`src/rtl/thread_ready_queue.sv`:
```
// Ordered FIFO of runnable thread IDs feeding the Scheduler, with head/second-entry lookahead.
// Optional feature: define READY_QUEUE_DUP_CHECK_EN to drop pushes of IDs already queued.
package EV_types;
    typedef logic [7:0] thread_id_t;
endpackage

module thread_ready_queue
    import EV_types::*;
#(
    parameter int DEPTH = 16,
    localparam int PTR_W = $clog2(DEPTH)
) (
    input  logic       clk,
    input  logic       rst,
    input  logic       flush,
    input  logic       push_valid,
    input  thread_id_t push_id,
    output logic       push_ready,
    input  logic       requesting_thread,
    input  thread_id_t requested_thread_id,
    output thread_id_t waiting_thread_count,
    output thread_id_t waiting_next_id,
    output thread_id_t waiting_next_id2,
    output logic       overflow,
    output logic       pop_error
);

    localparam int TID_W = $bits(thread_id_t);
    localparam logic [PTR_W-1:0] PTR_ONE = PTR_W'(1);
    localparam logic [PTR_W:0] COUNT_FULL = (PTR_W+1)'(DEPTH);
    localparam thread_id_t ID_ZERO = {TID_W{1'b0}};

    thread_id_t       mem_r [DEPTH];
    logic [PTR_W-1:0] rd_ptr_r;
    logic [PTR_W-1:0] wr_ptr_r;
    logic [PTR_W:0]   count_r;
    logic             overflow_r;
    logic             pop_error_r;

    logic             full_s;
    logic             pop_valid_s;
    logic             dup_drop_s;
    logic             push_accept_s;
    logic [PTR_W:0]   count_next_s;

    assign full_s      = (count_r == COUNT_FULL);
    assign pop_valid_s = requesting_thread && (count_r != {(PTR_W+1){1'b0}})
                         && (requested_thread_id == mem_r[rd_ptr_r]);

`ifdef READY_QUEUE_DUP_CHECK_EN
    logic [DEPTH-1:0] match_s;

    // An entry matches if it is occupied and is not the head slot being popped this cycle.
    for (genvar g = 0; g < DEPTH; g++) begin : g_dup
        logic [PTR_W-1:0] offset_s;
        assign offset_s   = PTR_W'(g) - rd_ptr_r;
        assign match_s[g] = ({1'b0, offset_s} < count_r)
                            && (mem_r[g] == push_id)
                            && !(pop_valid_s && (PTR_W'(g) == rd_ptr_r));
    end
    assign dup_drop_s = |match_s;
`else
    assign dup_drop_s = 1'b0;
`endif

    // A full queue still accepts a push when the same cycle frees the head slot.
    assign push_accept_s = push_valid && (!full_s || pop_valid_s) && !dup_drop_s;

    // Next occupancy from the accepted push/pop pair.
    always_comb begin
        count_next_s = count_r;
        case ({push_accept_s, pop_valid_s})
            2'b10:   count_next_s = count_r + {{PTR_W{1'b0}}, 1'b1};
            2'b01:   count_next_s = count_r - {{PTR_W{1'b0}}, 1'b1};
            default: count_next_s = count_r;
        endcase
    end

    // Queue storage, pointers, occupancy and sticky error flags.
    always_ff @(posedge clk or negedge rst) begin
        if (!rst) begin
            for (int i = 0; i < DEPTH; i++) begin
                mem_r[i] <= ID_ZERO;
            end
            rd_ptr_r    <= {PTR_W{1'b0}};
            wr_ptr_r    <= {PTR_W{1'b0}};
            count_r     <= {(PTR_W+1){1'b0}};
            overflow_r  <= 1'b0;
            pop_error_r <= 1'b0;
        end else if (flush) begin
            for (int i = 0; i < DEPTH; i++) begin
                mem_r[i] <= ID_ZERO;
            end
            rd_ptr_r <= {PTR_W{1'b0}};
            wr_ptr_r <= {PTR_W{1'b0}};
            count_r  <= {(PTR_W+1){1'b0}};
        end else begin
            // Clear before write: when full, push and pop share the same slot and the push must win.
            if (pop_valid_s) begin
                mem_r[rd_ptr_r] <= ID_ZERO;
                rd_ptr_r        <= rd_ptr_r + PTR_ONE;
            end
            if (push_accept_s) begin
                mem_r[wr_ptr_r] <= push_id;
                wr_ptr_r        <= wr_ptr_r + PTR_ONE;
            end
            count_r <= count_next_s;
            if (requesting_thread && !pop_valid_s) begin
                pop_error_r <= 1'b1;
            end
            if (push_valid && full_s && !pop_valid_s) begin
                overflow_r <= 1'b1;
            end
        end
    end

    assign push_ready           = !full_s;
    assign waiting_thread_count = thread_id_t'(count_r);
    assign waiting_next_id      = (count_r != {(PTR_W+1){1'b0}}) ? mem_r[rd_ptr_r] : ID_ZERO;
    assign waiting_next_id2     = (count_r > {{PTR_W{1'b0}}, 1'b1}) ? mem_r[rd_ptr_r + PTR_ONE] : ID_ZERO;
    assign overflow             = overflow_r;
    assign pop_error            = pop_error_r;

endmodule

```
`config.mk`:
```
export PLATFORM = sky130hd
export DESIGN_NAME = thread_ready_queue
export DESIGN_NICKNAME = d
export VERILOG_FILES = /design/src/rtl/thread_ready_queue.sv
export SDC_FILE = /design/constraint.sdc
export NUM_CORES = 1
export LEC_CHECK = 0
export BUFFER_PORTS_ARGS = -buffer_cell sky130_fd_sc_hd__buf_2
export CORE_MARGIN = 5
export CORE_UTILIZATION = 50
export CTS_BUF_LIST = sky130_fd_sc_hd__clkbuf_4
export CTS_CLUSTER_DIAMETER = 60
export DETAILED_ROUTE_END_ITERATION = 10
export GPL_TIMING_DRIVEN = 0
export PLACE_DENSITY = 0.64
export SLEW_MARGIN = 20
export SYNTH_ARGS = -nofsm -noshare
export SYNTH_HDL_FRONTEND = slang
export SYNTH_SLANG_ARGS = --single-unit
```
`constraint.sdc`:
```
create_clock -name clk -period 8.3 [get_ports clk]
set_clock_uncertainty 0.1 [all_clocks]
set_input_delay 2.49 -clock clk [delete_from_list [all_inputs] [get_ports clk]]
set_output_delay 2.49 -clock clk [all_outputs]
set_load 0.02 [all_outputs]
```
==> results.yml <==
timing:
  slew_viol_final: 0
  final.setup.tns_ps: 0
  period_minus_slack_ps: 8020
  holdWs_ps: 381
  setup_viol: 0
  grt_setup_unrepaired: "false"
  post-route-period-util_pct: 96.7
  tightest_slew_ps: 852
  finalHoldViolCount: 0
  relSlewSlack_pct: 43.2
  clock.fmax_mhz: 125
clock_tree:
  cts_hold_buf: 0
  post_cts_buffers: 0
  clk_latency_ps: 600
  path_clk_slew_ps: 150
  htree_levels: 4
  ctsResizeCount: 0
  clock_path_buffers: 2
  cts_root_buffer: "clkbuf_4"
  cts_sinks: 143
  cts_tree: "done"
  cts_buffers: 17
die:
  rows: 51
  die_w_um: 150
  start_util_pct: 50.7
  dieHeight_um: 150
  fp.dieArea_mm2: 0.0226
  core_mm2: 0.0194
  ioPinCount: 48
yosys:
  synth.top_cell.area_share_pct: 36.4
  synthTopCellsByCount: "mux2i_1 (163), dfrtp_1 (143), o211ai_1 (98), mux4_2 (56), clkbuf_1 (54)"
  ys.flop_type: "dfrtp_1"
  netlist_top_cells_area: "dfrtp_1 (36%), mux2i_1 (17%), mux4_2 (13%)"
  synth_seq_area_share_pct: 36.4
  synth_cell_types: 56
  post-synth-top-count-cell: "mux2i_1"
  synth_edf_count: 0
  netlist_area_mm2: 0.00983
  synthArstFlopShare_pct: 100
  ys_warn_count: 0
  synth-seq-cells: 143
  yosys.area.top_type: "dfrtp_1"
  syn_inst: 868
  avgSynthCellArea_um2: 11.3
pwr:
  leakage_nw: 4.12
  power_switching_uw: 397
  pwr-share-comb_pct: 11.8
  swShare_pct: 31.4
  clkPwrFrac_pct: 32.0
  powerDensity_mw_per_mm2: 119
  ir_worst_vdd_uv: 70.7
  seqPwrFrac_pct: 56.2
  intPower_uw: 869
routing:
  first_pass_iters: 5
  drt-met1-wl_um: 14600
  first_iter_violations: 867
  met2_length_um: 14600
  post_drt_wl_per_cell_um: 28.0
  routed-via-count: 8263
  wl_um: 34100
  antenna_left: 0
  drc: 0
  highest_layer: "met4"
  wl_met3_um: 3750
  avgViaCountPerCell: 6.80
setup_path:
  crit_fanout: 11
  startpoint_type: "register"
  cp-startpoint: "rd_ptr_r[0]"
  criticalPathCategory: "reg2out"
  cp-end-kind: "output pin"
  critPathRequiredTime_ps: 5710
  worst_ep_arrival_time_ps: 5430
  r2r_start: "rd_ptr_r[0]"
global_route:
  track_usage_pct: 31.1
  grt_first_pass_wirelength_um: 51600
  antenna_found_initial: 2
  overflow: 0
  grt_pass1_vias: 8093
  grt_max_degree: 75
placed_design:
  port_buffers: 43
  place_congestion: 0.983
  dp_hpwl_um: 25100
final_layout:
  seqCellArea_mm2: 0.00358
  utilization_pct: 55.1
  layout.nets: 967
  syn_to_final_growth_pct: 8.68
  multiInputGateArea_mm2: 0.00571
  drive_gt1_share_pct: 20.1
  fillers: 1771
min_path:
  min_from: "pop_error"
  holdCritPathClass: "reg2reg"
flow_run:
  max-cap-violations: 0
outcome:
  outcome: "finished, final reports clean"
## kinds of logic after synthesis
kind of cell,Yosys count,share of synthesized area (%)
DFF,143,36.4
other,1,0.0382
xor gates and xnor gates,15,1.34
adders and majority gates,12,1.53
muxes,230,30.7
and+or+nand+nor,148,9.09
AOI/OAI and AO/OA,190,15.3
buffers and inverters,129,5.59
## routing by layer
layer | vias up | track usage, %
li1 | 3499 | -
met1 | 4124 | 45.9
met2 | 559 | 44.6
met3 | 81 | 8.19
met4 | 0 | 10.3
met5 | - | 0
## power groups by stage
stage	sequential [mW]	combinational (mW)	clock [mW]
floorplan	0.724	0.0828	0
global placement	0.725	0.142	0
detailed placement	0.725	0.147	0
CTS	0.712	0.148	0.408
global route	0.713	0.160	0.442
finish	0.712	0.149	0.405
## area by class of cell
class                   instances  area share (%)
clock buffers                  18            1.27
well taps                     265            3.10
plain buffers                  86            3.73
multi-input cells             598            53.5
inverters                      43            1.51
repair buffers                 45            2.44
flip-flops and latches        143            33.5
clock inverters                14           0.890
diodes                          3          0.0703
## sequential cells by signal, summed over array words and instances (netlist names)
name and count:
count_r 5, mem_r 128, overflow 1, pop_error 1, rd_ptr_r 4, wr_ptr_r 4
## cells in the final DEF (no fill, tap or decap), drive strengths merged, types with 6 or more instances in the layout
| cell | n |
|---|---|
| a211oi | 22 |
| xor2 | 11 |
| nor3 | 15 |
| ha | 12 |
| a311o | 33 |
| o21ai | 6 |
| nand2b | 7 |
| nor2 | 34 |
| clkbuf | 72 |
| a21oi | 7 |
| mux2i | 163 |
| nor2b | 9 |
| o211ai | 98 |
| dfrtp | 143 |
| or3 | 6 |
| inv | 44 |
| buf | 76 |
| nand2 | 32 |
| clkinv | 8 |
| nor4 | 11 |
| mux4 | 56 |
| mux2 | 11 |
| nand3 | 14 |
## stage by stage
stage	setup slack, ps	total power, mW	std cells	instance area [µm²]
detailed placement	940	0.872	1180	10400
finish	277	1.27	1215	10700
CTS	297	1.27	1212	10700
global placement	822	0.867	1178	10400
global route	39.6	1.32	1215	10700
floorplan	2270	0.807	870	9830
## critical path: stages (launching register included)
cell,delay (ps)
dfrtp_1,480
clkbuf_1,460
inv_1,210
buf_2,300
clkdlybuf4s15_1,680
ha_1,530
clkbuf_1,340
clkbuf_2,420
mux4_2,430
nor2_1,130
a211oi_1,70
a211oi_1,510
buf_2,270
## final timing paths
check	to	slack (ps)	depth (start not counted)
worst min register to register	pop_error	380	1
min in group asynchronous	count_r[4]	1710	1
worst min-delay path	pop_error	380	1
worst max-delay path	waiting_next_id2[3]	280	12
max in group asynchronous	mem_r[84]	5600	2
worst max register to register	mem_r[37]	3880	11
Power figures use the tool's default switching activity.
